<file path="src/rtl/otp_stream_ctrl_pkg.sv">
// Shared constants, state encoding and small helpers for the OTP stream controller.
// The key shifter and the XOR stage both use these widths.
package otp_stream_ctrl_pkg;

  localparam int OTP_MSG_SIZE = 32;
  localparam int OTP_KEY_SIZE = 32;
  localparam int OTP_WARMUP   = 4;
  localparam int OTP_OFS_W    = 16;
  localparam int OTP_CNT_W    = 16;

  typedef enum logic [2:0] {
    ST_IDLE   = 3'd0,
    ST_SEED   = 3'd1,
    ST_WARMUP = 3'd2,
    ST_RUN    = 3'd3,
    ST_DONE   = 3'd4
  } otp_state_e;

  function automatic logic is_last_word(input logic [OTP_CNT_W-1:0] rem);
    return rem == OTP_CNT_W'(1);
  endfunction

endpackage

</file>
<file path="src/rtl/otp_stream_ctrl_if.sv">
// Plaintext-in / ciphertext-out handshake bundle for the OTP stream controller.
// The slave side is the controller; the master side is whoever feeds and drains it.
interface otp_stream_ctrl_if #(
  parameter int MSG_SIZE = otp_stream_ctrl_pkg::OTP_MSG_SIZE,
  parameter int OFS_W    = otp_stream_ctrl_pkg::OTP_OFS_W
) ();

  logic                msg_valid;
  logic [MSG_SIZE-1:0] msg_data;
  logic                msg_ready;

  logic                ct_valid;
  logic [MSG_SIZE-1:0] ct_data;
  logic [OFS_W-1:0]    ct_offset;
  logic                ct_last;
  logic                ct_ready;

  modport master (
    output msg_valid, msg_data, ct_ready,
    input  msg_ready, ct_valid, ct_data, ct_offset, ct_last
  );

  modport slave (
    input  msg_valid, msg_data, ct_ready,
    output msg_ready, ct_valid, ct_data, ct_offset, ct_last
  );

endinterface

</file>
<file path="src/rtl/otp_stream_ctrl.sv">
// Seeds the key shifter, waits for the key stream to warm up, then XORs each accepted
// plaintext word with the current key and tags it with the key offset for decryption.
module otp_stream_ctrl
  import otp_stream_ctrl_pkg::*;
#(
  parameter int MSG_SIZE = OTP_MSG_SIZE,
  parameter int KEY_SIZE = OTP_KEY_SIZE,
  parameter int WARMUP   = OTP_WARMUP,
  parameter int OFS_W    = OTP_OFS_W
) (
  input  logic                 i_clk,
  input  logic                 i_rst_n,
  input  logic                 i_start,
  input  logic [MSG_SIZE-1:0]  i_seed,
  input  logic [OTP_CNT_W-1:0] i_num_words,
  output logic                 o_key_load,
  output logic [MSG_SIZE-1:0]  o_seed_out,
  input  logic [KEY_SIZE-1:0]  i_key_in,
  output logic                 o_busy,
  output logic                 o_done,
  otp_stream_ctrl_if.slave     io_strm
);

  otp_state_e             r_state;
  logic                   r_key_load;
  logic [MSG_SIZE-1:0]    r_seed;
  logic                   r_busy;
  logic                   r_done;
  logic [OFS_W-1:0]       r_tick;
  logic [OTP_CNT_W-1:0]   r_remaining;

  logic                   r_ct_vld_p1;
  logic [MSG_SIZE-1:0]    r_ct_data_p1;
  logic [OFS_W-1:0]       r_ct_ofs_p1;
  logic                   r_ct_last_p1;

  logic                   w_rem_zero;
  logic                   w_ct_free;
  logic                   w_msg_ready;
  logic                   w_accept;
  logic                   w_ct_hs;

  function automatic logic [MSG_SIZE-1:0] otp_mix(
    input logic [MSG_SIZE-1:0] msg,
    input logic [KEY_SIZE-1:0] key
  );
    return msg ^ key[MSG_SIZE-1:0];
  endfunction

  assign w_rem_zero  = (r_remaining == '0);
  // The output slot is free if empty or being drained this cycle.
  assign w_ct_free   = !r_ct_vld_p1 || io_strm.ct_ready;
  assign w_msg_ready = (r_state == ST_RUN) && !w_rem_zero && w_ct_free;
  assign w_accept    = io_strm.msg_valid && w_msg_ready;
  assign w_ct_hs     = r_ct_vld_p1 && io_strm.ct_ready;

  always_ff @(posedge i_clk) begin
    if (!i_rst_n) begin
      r_state     <= ST_IDLE;
      r_key_load  <= 1'b0;
      r_seed      <= '0;
      r_busy      <= 1'b0;
      r_done      <= 1'b0;
      r_tick      <= '0;
      r_remaining <= '0;
    end else begin
      r_key_load <= 1'b0;
      r_done     <= 1'b0;
      case (r_state)
        ST_IDLE: begin
          if (i_start) begin
            r_state     <= ST_SEED;
            r_seed      <= i_seed;
            r_remaining <= i_num_words;
            r_key_load  <= 1'b1;
            r_busy      <= 1'b1;
          end
        end
        ST_SEED: begin
          r_tick  <= '0;
          r_state <= ST_WARMUP;
        end
        ST_WARMUP: begin
          // The tick doubles as the warm-up counter since it restarts at zero here.
          r_tick <= r_tick + 1'b1;
          if (r_tick == OFS_W'(WARMUP - 1)) r_state <= ST_RUN;
        end
        ST_RUN: begin
          r_tick <= r_tick + 1'b1;
          if (w_accept) r_remaining <= r_remaining - 1'b1;
          if (w_rem_zero && w_ct_free) begin
            r_state <= ST_DONE;
            r_done  <= 1'b1;
          end
        end
        ST_DONE: begin
          r_tick  <= r_tick + 1'b1;
          r_state <= ST_IDLE;
          r_busy  <= 1'b0;
        end
        default: begin
          r_state <= ST_IDLE;
          r_busy  <= 1'b0;
        end
      endcase
    end
  end

  // Stage p1: ciphertext output register
  always_ff @(posedge i_clk) begin
    if (!i_rst_n) begin
      r_ct_vld_p1  <= 1'b0;
      r_ct_data_p1 <= '0;
      r_ct_ofs_p1  <= '0;
      r_ct_last_p1 <= 1'b0;
    end else if (w_accept) begin
      r_ct_vld_p1  <= 1'b1;
      r_ct_data_p1 <= otp_mix(io_strm.msg_data, i_key_in);
      r_ct_ofs_p1  <= r_tick;
      r_ct_last_p1 <= is_last_word(r_remaining);
    end else if (w_ct_hs) begin
      r_ct_vld_p1  <= 1'b0;
      r_ct_last_p1 <= 1'b0;
    end
  end

  assign o_key_load        = r_key_load;
  assign o_seed_out        = r_seed;
  assign o_busy            = r_busy;
  assign o_done            = r_done;
  assign io_strm.msg_ready = w_msg_ready;
  assign io_strm.ct_valid  = r_ct_vld_p1;
  assign io_strm.ct_data   = r_ct_data_p1;
  assign io_strm.ct_offset = r_ct_ofs_p1;
  assign io_strm.ct_last   = r_ct_last_p1;

endmodule
</file>
<file path="src/flat_wrapper.sv">
// flat-port wrapper written by rule: the top's interface ports become plain ports
module otp_stream_ctrl_flat import otp_stream_ctrl_pkg::*;
#(
  parameter int MSG_SIZE = OTP_MSG_SIZE,
  parameter int KEY_SIZE = OTP_KEY_SIZE,
  parameter int WARMUP   = OTP_WARMUP,
  parameter int OFS_W    = OTP_OFS_W
)
  (i_clk, i_rst_n, i_start, i_seed, i_num_words, o_key_load, o_seed_out, i_key_in, o_busy, o_done, io_strm_msg_valid, io_strm_msg_data, io_strm_ct_ready, io_strm_msg_ready, io_strm_ct_valid, io_strm_ct_data, io_strm_ct_offset, io_strm_ct_last);
  otp_stream_ctrl_if #(.MSG_SIZE(MSG_SIZE), .OFS_W(OFS_W)) io_strm_i ();
  input  logic i_clk;
  input  logic i_rst_n;
  input  logic i_start;
  input  logic [MSG_SIZE-1:0] i_seed;
  input  logic [OTP_CNT_W-1:0] i_num_words;
  output logic o_key_load;
  output logic [MSG_SIZE-1:0] o_seed_out;
  input  logic [KEY_SIZE-1:0] i_key_in;
  output logic o_busy;
  output logic o_done;
  input wire logic [$bits(io_strm_i.msg_valid)-1:0] io_strm_msg_valid;
  input wire logic [$bits(io_strm_i.msg_data)-1:0] io_strm_msg_data;
  input wire logic [$bits(io_strm_i.ct_ready)-1:0] io_strm_ct_ready;
  output wire logic [$bits(io_strm_i.msg_ready)-1:0] io_strm_msg_ready;
  output wire logic [$bits(io_strm_i.ct_valid)-1:0] io_strm_ct_valid;
  output wire logic [$bits(io_strm_i.ct_data)-1:0] io_strm_ct_data;
  output wire logic [$bits(io_strm_i.ct_offset)-1:0] io_strm_ct_offset;
  output wire logic [$bits(io_strm_i.ct_last)-1:0] io_strm_ct_last;
  assign io_strm_i.msg_valid = io_strm_msg_valid;
  assign io_strm_i.msg_data = io_strm_msg_data;
  assign io_strm_i.ct_ready = io_strm_ct_ready;
  assign io_strm_msg_ready = io_strm_i.msg_ready;
  assign io_strm_ct_valid = io_strm_i.ct_valid;
  assign io_strm_ct_data = io_strm_i.ct_data;
  assign io_strm_ct_offset = io_strm_i.ct_offset;
  assign io_strm_ct_last = io_strm_i.ct_last;
  otp_stream_ctrl #(.MSG_SIZE(MSG_SIZE), .KEY_SIZE(KEY_SIZE), .WARMUP(WARMUP), .OFS_W(OFS_W)) u_core (.i_clk(i_clk), .i_rst_n(i_rst_n), .i_start(i_start), .i_seed(i_seed), .i_num_words(i_num_words), .o_key_load(o_key_load), .o_seed_out(o_seed_out), .i_key_in(i_key_in), .o_busy(o_busy), .o_done(o_done), .io_strm(io_strm_i));
endmodule
</file>
<file path="config.mk">
export PLATFORM = sky130hd
export DESIGN_NAME = otp_stream_ctrl_flat
export DESIGN_NICKNAME = d
export VERILOG_FILES = /design/src/rtl/otp_stream_ctrl_pkg.sv /design/src/rtl/otp_stream_ctrl_if.sv /design/src/rtl/otp_stream_ctrl.sv /design/src/flat_wrapper.sv
export SDC_FILE = /design/constraint.sdc
export NUM_CORES = 1
export LEC_CHECK = 0
export ABC_AREA = 1
export CAP_MARGIN = 15
export CORE_UTILIZATION = 45
export DETAILED_ROUTE_END_ITERATION = 6
export PLACE_DENSITY = 0.85
export SYNTH_ARGS = -nofsm -noshare
export SYNTH_HDL_FRONTEND = slang
export SYNTH_SLANG_ARGS = --single-unit
</file>
<file path="constraint.sdc">
create_clock -name i_clk -period 5.02 [get_ports i_clk]
set_clock_uncertainty 0.2 [all_clocks]
set_input_delay 1.255 -clock i_clk [delete_from_list [all_inputs] [get_ports i_clk]]
set_output_delay 1.255 -clock i_clk [all_outputs]
set_load 0.05 [all_outputs]
</file>
==> results.toml, run 1 <==
[final_layout]
diodes = 0
drive_above_1_share = 0.09156
multiInputGateArea_sq_um = 2735
final_area_sq_um = 8289
fin_nets = 1092
fillerInstances = 979
syn2layout_area_growth_pct = 47.25
seqCellArea_sq_um = 2402
final_core_util = 0.6844

[setup_path]
critical_path_class = "input pin to output port"
crit_required_ps = 3570
cp_max_fo = 5
r2r_end = "u_core.io_strm.ct_data[23]"
cp.arrival_ps = 2720
reg2reg_from = "u_core.r_remaining[0]"
start_kind = "input pin"
reg2regPathDepth = 9
r2r_slack_ps = 2240
crit_path_end_kind = "output port"

[yosys]
ys_warn_count = 0
yosysTopAreaCellShare = 0.4268
seq_area_frac_synth = 0.4268
synth_largest_area_cell = "dfxtp_1"
ys_types = 33
synth_fp_nets = 904
yosys_register_bits = 120
syn_avg_cell_area_sq_um = 7.180
synth_cells = 784
synth_area_leaders = "dfxtp_1 (43%), nand2_1 (13%), a21oi_1 (6.8%), nor2_1 (5.5%), xor2_1 (5.1%)"
netlist_area_sq_um = 5629

[job]
drv_cap = 0

[place]
place.gp.congestion = 0.8428
portBuffers = 202
detailed_place_hpwl_microns = 10330
place_area_sq_um = 7695

[floorplanning]
core_area_sq_um = 12110
num_rows = 40
ioPinCount = 203
die_area_sq_um = 12960
chipWidth_microns = 113.8
die_y_microns = 113.8
start_util = 0.4648

[timing]
clock.fmax_ghz = 0.2394
finalCritPeriodShare = 0.8320
fin_crit_ps = 4177
slew_headroom = 0.4514
tns_ps = 0
setup_violations = 0
hold_viol_final = 0
worstMarginPinSlew_ps = 821.7
slew_viol_final = 0
rsz0062_at_grt = "no"

[power_and_ir_drop]
ir_drop_uv = 325.5
p_per_area_nw_per_um2 = 479.3
leakagePower_uw = 0.003273

[detailed_routing]
route.detailed.drc = 0
final_antenna_net_count = 0
viasPerCell = 4.788
drtIter0Drc = 284
dr.pass1.iters = 5
via_count = 5511
wl_per_cell_microns = 12.78
wirelength_microns = 14710

[clock_network]
cts_hold_buf = 0
post_cts_buffers = 0
clkSinkCount = 120
clock_latency_ps = 410
cts-resized-gates = 0
ctsRootBufferMaster = "clkbuf_16"
max-clock-path-buffers = 2
htreeDepth = 4
cts_buffers = 17
clkTransAtPathRegs_ps = 50
cts_tree = "yes"

[grt]
antenna_found_initial = 0
track_usage = 0.2299
overflow = 0
grt_max_degree = 74
grt_first_pass_wirelength_microns = 23500
grt_pass1_vias = 5031

[hold_path]
hold_depth = 2
min_to = "u_core.o_seed_out[28]"
hp-class = "flip-flop to flip-flop"
hp-start = "u_core.o_seed_out[28]"

[status]
status = "finished, final reports clean"
-- registers in the layout (all words and copies together), names as in the netlist --
signal,cells
u_core.o_busy,1
u_core.io_strm.ct_offset,16
u_core.r_tick,16
u_core.io_strm.ct_last,1
u_core.r_remaining,16
u_core.o_seed_out,32
u_core.r_state,3
u_core.io_strm.ct_valid,1
u_core.o_key_load,1
u_core.o_done,1
u_core.io_strm.ct_data,32
-- critical path, stage by stage --
cell and delay [ps]:
clkdlybuf4s50_1 470, nor2_1 90, nor2_1 100, clkdlybuf4s50_1 800
-- final cells by class --
| cell class | instances | area share |
|---|---|---|
| Clock buffer | 21 | 0.05675 |
| Clock inverter | 9 | 0.01494 |
| Inverter | 78 | 0.03532 |
| Multi-Input combinational cell | 548 | 0.3300 |
| Sequential cell | 120 | 0.2898 |
| Tap cell | 168 | 0.02536 |
| Timing Repair Buffer | 207 | 0.2478 |
-- where the power goes --
group | internal (uW) | switching (uW) | leakage, uW
sequential | 1110 | 118 | 0.000979
clock | 809 | 409 | 0.000298
combinational | 517 | 1010 | 0.00200
-- how the worst max path moves through the flow --
stage	cells past startpoint	slack, ps	end	startpoint
after CTS	4	840	io_strm_msg_ready	io_strm_ct_ready
after global routing	4	770	io_strm_msg_ready	io_strm_ct_ready
after detailed placement	4	840	io_strm_msg_ready	io_strm_ct_ready
after floorplan	2	1580	io_strm_msg_ready	io_strm_ct_ready
after global placement	4	850	io_strm_msg_ready	io_strm_ct_ready
final	4	840	io_strm_msg_ready	io_strm_ct_ready
-- Yosys cell counts --
cell      count
nand2_1     192
dfxtp_1     120
nor2_1       83
a21oi_1      77
inv_1        74
o21ai_0      50
nand3_1      33
xor2_1       33
nand2_2      22
clkbuf_1     21
a21oi_2      20
buf_2         7
o21ai_1       6
a22oi_1       4
buf_4         4
inv_2         4
nor2_2        4
a211oi_1      3
ha_1          3
nor3_1        3
buf_1         2
buf_6         2
buf_8         2
nand3b_1      2
nand4_1       2
nor4_1        2
o21bai_1      2
xnor2_1       2
nand2_4       1
nand3_4       1
nor2_8        1
o21a_1        1
or2_2         1
-- placed cells by master, fill, tap and decap left out, types with 6 or more instances in the layout --
master	netlist	final
o21ai_1	6	6
nand3_1	33	32
clkbuf_16	0	17
nor2_1	83	83
nand2_2	22	22
xor2_1	33	33
a21oi_1	77	77
inv_1	74	74
a21oi_2	20	20
o21ai_0	50	50
dfxtp_1	120	120
clkdlybuf4s50_1	0	201
nand2_1	192	192
-- routing by layer --
metal  up-vias  global-route usage  part of all wire
li1       2859                   -                 -
met2       175              0.4089              0.51
met5         -                   0                 0
met3        23             0.07173             0.067
met1      2454              0.2589              0.41
met4         0             0.08139             0.020
-- stage by stage --
| step | hold WS [ps] | total power [uW] | worst slack [ps] | instances |
|---|---|---|---|---|
| finish | 240.8 | 3973 | 843.5 | 1151 |
| global route | 257.5 | 4204 | 771.2 | 1151 |
| CTS | 244.0 | 4001 | 841.5 | 1151 |
| detailed placement | 237.0 | 2763 | 841.5 | 1121 |
| global placement | 231.3 | 2734 | 847.8 | 1121 |
| floorplan | 236.1 | 2320 | 1585 | 784 |
-- cell families (layout without fill, tap and decap cells) --
logic type | Yosys count | after routing | synth area share
XOR/XNOR | 35 | 35 | 0.05446
adder cells (fa/ha/maj) | 3 | 3 | 0.006669
buffers and inverters | 116 | 315 | 0.08824
AO/OA/AOI/OAI | 163 | 163 | 0.1627
AND/OR/NAND/NOR | 347 | 347 | 0.2612
flip-flops | 120 | 120 | 0.4268
(Power assumes the default switching activity.)
==> run 2: changes to the inputs <==
--- a/config.mk
+++ b/config.mk
@@ -7,9 +7,9 @@
 export LEC_CHECK = 0
 export ABC_AREA = 1
 export CAP_MARGIN = 15
-export CORE_UTILIZATION = 45
+export CORE_UTILIZATION = 41
 export DETAILED_ROUTE_END_ITERATION = 6
-export PLACE_DENSITY = 0.85
+export PLACE_DENSITY = 0.82
 export SYNTH_ARGS = -nofsm -noshare
 export SYNTH_HDL_FRONTEND = slang
 export SYNTH_SLANG_ARGS = --single-unit
==> constraint.sdc (replaced) <==
create_clock -name i_clk -period 3.4 [get_ports i_clk]
set_clock_uncertainty 0.2 [all_clocks]
set_input_delay 0.85 -clock i_clk [delete_from_list [all_inputs] [get_ports i_clk]]
set_output_delay 0.85 -clock i_clk [all_outputs]
set_load 0.05 [all_outputs]
==> run 2 against run 1 <==
Net effect: combinational power increased by 48%; global-route usage shrank 1.9 points; die area grew 9.6%; sequential share of layout area is essentially flat; cell count grew 1.1%; core utilization fell by 6.0 points; setup slack got worse by 410 ps; flip-flop and latch count unchanged; non-clock buffer count is 4 higher; register-to-register slack got worse by 1200 ps; clock-buffer cell count rose by 1.
==> results.toml, run 2 (synthesis gave the netlist of run 1 again) <==
[floorplanning]
ioPinCount = 203
die_y_microns = 119.2
num_rows = 42
chipWidth_microns = 119.2
start_util = 0.4234
die_area_sq_um = 14200
core_area_sq_um = 13300

[setup_path]
cp.arrival_ps = 1910
critical_path_class = "flip-flop to output port"
crit_family = "simple AND/OR/NAND/NOR gates"
crit_slowest_cell = "dfxtp_1"
crit_required_ps = 2350
worst-path-buf-inv = 2
crit_path_end_kind = "output port"
path_depth = 8
start_kind = "flip-flop"
slowest_delay_ps = 420
crit_chain = "inv_1, ha_1, nand2_2, nor2_8, nand2_4, nand2_1, nor2_1, buf_12"
reg2regPathDepth = 10
cp_max_fo = 7

[detailed_routing]
routed.top_layer = "met4"
wl_met1_microns = 6465
viasPerCell = 4.706
final_antenna_net_count = 0
via_count = 5478
route.detailed.drc = 0
dr.pass1.iters = 7
drtIter0Drc = 348
wl_met2_microns = 7223
wl_per_cell_microns = 12.65
wirelength_microns = 14730
route.met3.wl_microns = 805

[clock_network]
post_cts_buffers = 0
cts_tree = "yes"
cts_hold_buf = 0
max-clock-path-buffers = 2
htreeDepth = 4
cts_buffers = 17
clkTransAtPathRegs_ps = 50
clock_latency_ps = 410
ctsRootBufferMaster = "clkbuf_16"
clkSinkCount = 120
cts-resized-gates = 0

[power_and_ir_drop]
finalPower_uw = 5709
p_per_area_nw_per_um2 = 688.0
p_seq_frac = 0.318
leakagePower_uw = 0.003272
p_clk_frac = 0.287
power.share.switching = 0.3951
power.switching_uw = 2256
internal-power_uw = 3454
p_comb_frac = 0.394
ir_drop_uv = 503.1

[timing]
worstMarginPinSlew_ps = 615.3
tns_ps = 0
timing.hold.ws_ps = 243.5
slew_headroom = 0.5898
fin_crit_ps = 2964
postLayoutSetupSlackWorst_ps = 436.0
setup_violations = 0
clock.fmax_ghz = 0.3374
hold_viol_final = 0
slew_viol_final = 0
rsz0062_at_grt = "no"
finalCritPeriodShare = 0.8718

[final_layout]
syn2layout_area_growth_pct = 47.41
final_common_cell = "clkdlybuf4s50_1"
diodes = 0
final_area_sq_um = 8298
layout_common_cells = "clkdlybuf4s50_1 (200), nand2_1 (192), dfxtp_1 (120)"
fin_nets = 1096
fillerInstances = 1184
drive_above_1_share = 0.09514

[hold_path]
hp-class = "flip-flop to flip-flop"
hold_depth = 2

[grt]
grt_max_degree = 74
grt_first_pass_wirelength_microns = 23910
track_usage = 0.2107
antenna_found_initial = 0
overflow = 0
grt_pass1_vias = 5135

[place]
portBuffers = 202
place.gp.congestion = 0.8602
detailed_place_hpwl_microns = 10410
dp_worst_setup_slack_ps = 492.2
place_area_sq_um = 7757

[status]
status = "finished, final reports clean"

[job]
drv_cap = 0
==> run 2: cell types whose count changed in the layout (fill, tap and decap cells not counted), sizes merged <==
cell	before	now
clkbuf	21	22
clkinv	6	7
clkinvlp	0	1
buf	6	11
bufinv	3	1
clkdlybuf4s50	201	200
==> run 2: per-stage QoR <==
stage / util / instances
global route: 0.6241 / 1164
floorplan: - / 784
finish: 0.6241 / 1164
detailed placement: 0.5835 / 1133
CTS: 0.6241 / 1164
global placement: 0.5835 / 1133
==> run 2: worst reg2reg max path: stages (launching register included) <==
cell and delay [ps]:
dfxtp_1 420, inv_1 90, ha_1 250, nand2_2 180, nor2_8 80, nand2_4 90
nand3_4 150, inv_2 350, buf_12 240, nand2_1 110, a21oi_2 120
==> run 2: metal layers <==
metal | vias up | global-route usage
met5 | - | 0
met4 | 0 | 0.06883
met3 | 19 | 0.06561
met2 | 136 | 0.3616
met1 | 2451 | 0.2481
li1 | 2872 | -
==> run 2: layout make-up <==
cell class,count,area [sq um],area share
tap,176,220.2,0.02654
sequential,120,2402,0.2895
clock inverter,9,76.32,0.009198
timing repair buffer,211,2107,0.2539
clock buffer,22,464.2,0.05594
multi-input combinational,548,2735,0.3296
inverter,78,292.8,0.03528
==> run 2: final timing paths <==
check                              from  slack (ps)                    endpoint
hold reg to reg   u_core.o_seed_out[31]         240       u_core.o_seed_out[31]
hold / removal    u_core.o_seed_out[31]         240       u_core.o_seed_out[31]
setup / recovery  u_core.r_remaining[0]         440           io_strm_msg_ready
setup reg to reg  u_core.r_remaining[0]        1050  u_core.io_strm.ct_data[23]
==> run 2: power by group through the flow <==
stage               Sequential [uW]  Combinational [uW]  Clock [uW]
floorplan                      2320                1110           0
detailed placement             1840                2250           0
finish                         1820                2250        1640
global route                   1850                2470        1740
CTS                            1820                2270        1670
global placement               1830                2230           0
==> run 3: changes to the inputs <==
--- a/config.mk
+++ b/config.mk
@@ -10,6 +10,7 @@
 export CORE_UTILIZATION = 41
 export DETAILED_ROUTE_END_ITERATION = 6
 export PLACE_DENSITY = 0.82
+export SETUP_SLACK_MARGIN = 0.4
 export SYNTH_ARGS = -nofsm -noshare
 export SYNTH_HDL_FRONTEND = slang
 export SYNTH_SLANG_ARGS = --single-unit
==> run 3 against run 2 <==
Net effect: clock power hardly changed; sequential power barely moved; global-route usage did not move; clock-buffer cell count stayed put; total power hardly changed; via count barely moved; first-iteration DRC count shrank 4.6%; setup slack better by 76 ps; cell count stayed put; wire length shrank 0.19%; non-clock buffer count is the same.
==> results.toml, run 3 (synthesis gave the netlist of run 1 again) <==
[detailed_routing]
drtIter0Drc = 332
via_count = 5477
viasPerCell = 4.705
final_antenna_net_count = 0
wl_per_cell_microns = 12.63
route.detailed.drc = 0
wirelength_microns = 14700
dr.pass1.iters = 7

[final_layout]
drive_above_1_share = 0.09717
layout_common_cells = "clkdlybuf4s50_1 (200), nand2_1 (192), dfxtp_1 (119)"
multiInputGateArea_sq_um = 2738
fin_nets = 1096
final_common_cell = "clkdlybuf4s50_1"
syn2layout_area_growth_pct = 47.48
seqCellArea_sq_um = 2404
fillerInstances = 1182
diodes = 0

[floorplanning]
core_area_sq_um = 13300
ioPinCount = 203
num_rows = 42
start_util = 0.4234
die_area_sq_um = 14200
die_y_microns = 119.2
chipWidth_microns = 119.2

[setup_path]
crit_required_ps = 2350
crit_slowest_cell = "dfxtp_2"
crit_path_end_kind = "output port"
slowest_delay_ps = 370
start_kind = "flip-flop"
critical_path_class = "flip-flop to output port"
cp_max_fo = 7
cp.arrival_ps = 1840
crit_chain = "inv_1, ha_1, nand2_2, nor2_8, nand2_4, nand2_1, nor2_1, buf_12"

[timing]
hold_viol_final = 0
worstMarginPinSlew_ps = 614.8
rsz0062_at_grt = "no"
clock.fmax_ghz = 0.3462
slew_headroom = 0.5901
fin_crit_ps = 2888
tns_ps = 0
setup_violations = 0
slew_viol_final = 0
finalCritPeriodShare = 0.8495

[job]
drv_cap = 0

[clock_network]
max-clock-path-buffers = 2
cts_tree = "yes"
clkSinkCount = 120
clkTransAtPathRegs_ps = 50
cts_hold_buf = 0
htreeDepth = 4
ctsRootBufferMaster = "clkbuf_16"
post_cts_buffers = 0
clock_latency_ps = 410
cts-resized-gates = 0
cts_buffers = 17

[power_and_ir_drop]
leakagePower_uw = 0.003272
ir_drop_uv = 503.1
p_comb_frac = 0.394
p_clk_frac = 0.287
p_per_area_nw_per_um2 = 687.7
power.share.switching = 0.3948
p_seq_frac = 0.318
power.switching_uw = 2254
finalPower_uw = 5709
internal-power_uw = 3455

[grt]
grt_max_degree = 74
grt_first_pass_wirelength_microns = 23910
grt_pass1_vias = 5135
track_usage = 0.2107
overflow = 0
antenna_found_initial = 0

[place]
place.gp.congestion = 0.8602
portBuffers = 202
detailed_place_hpwl_microns = 10410

[hold_path]
hp-class = "flip-flop to flip-flop"

[status]
status = "finished, final reports clean"
-- run 3: cell count changes in the layout (fill, tap and decap cells not counted) --
cell,delta
nor2_2,+1
dfxtp_1,-1
dfxtp_2,+1
nor2_1,-1
-- run 3: area by class of cell --
class                      instances  area share
timing repair buffer             211      0.2538
clock inverter                     9    0.009194
sequential                       120      0.2895
multi-input combinational        548      0.3298
inverter                          78     0.03527
clock buffer                      22     0.05592
tap                              176     0.02653
-- run 3: worst paths after layout --
kind              cells past startpoint  slack [ps]                   from                         end
setup reg to reg                      9        1120      u_core.r_state[2]  u_core.io_strm.ct_data[23]
hold reg to reg                       2         240  u_core.o_seed_out[31]       u_core.o_seed_out[31]
setup / recovery                      8         510  u_core.r_remaining[0]           io_strm_msg_ready
hold / removal                        2         240  u_core.o_seed_out[31]       u_core.o_seed_out[31]
-- run 3: metrics by stage --
stage	util	hold WS, ps	area, sq um	instances	setup slack, ps
floorplan	-	236.1	5629	784	669.6
global placement	0.5835	231.1	7757	1133	520.0
detailed placement	0.5835	236.2	7757	1133	492.2
CTS	0.6241	243.4	8298	1164	414.8
global route	0.6244	264.2	8302	1164	410.7
finish	0.6244	243.5	8302	1164	511.6
-- run 3: critical path: cells and delay by family, from the launching register on --
family        cells  cell delay, ps
buf+inv           2             240
flops             1             370
fa+ha+maj         1             240
simple gates      5             570
-- run 3: power by group through the flow --
stage | sequential (uW) | clock [uW] | combinational, uW
floorplan | 2320 | 0 | 1110
global placement | 1830 | 0 | 2230
detailed placement | 1840 | 0 | 2250
CTS | 1820 | 1670 | 2270
global route | 1850 | 1740 | 2470
finish | 1820 | 1640 | 2250
-- run 3: metal layers --
metal  vias up  share of wire  track usage
li1       2872              -            -
met1      2446           0.44       0.2481
met2       138           0.49       0.3616
met3        21          0.055      0.06561
met4         0          0.018      0.06883
met5         -              0            0
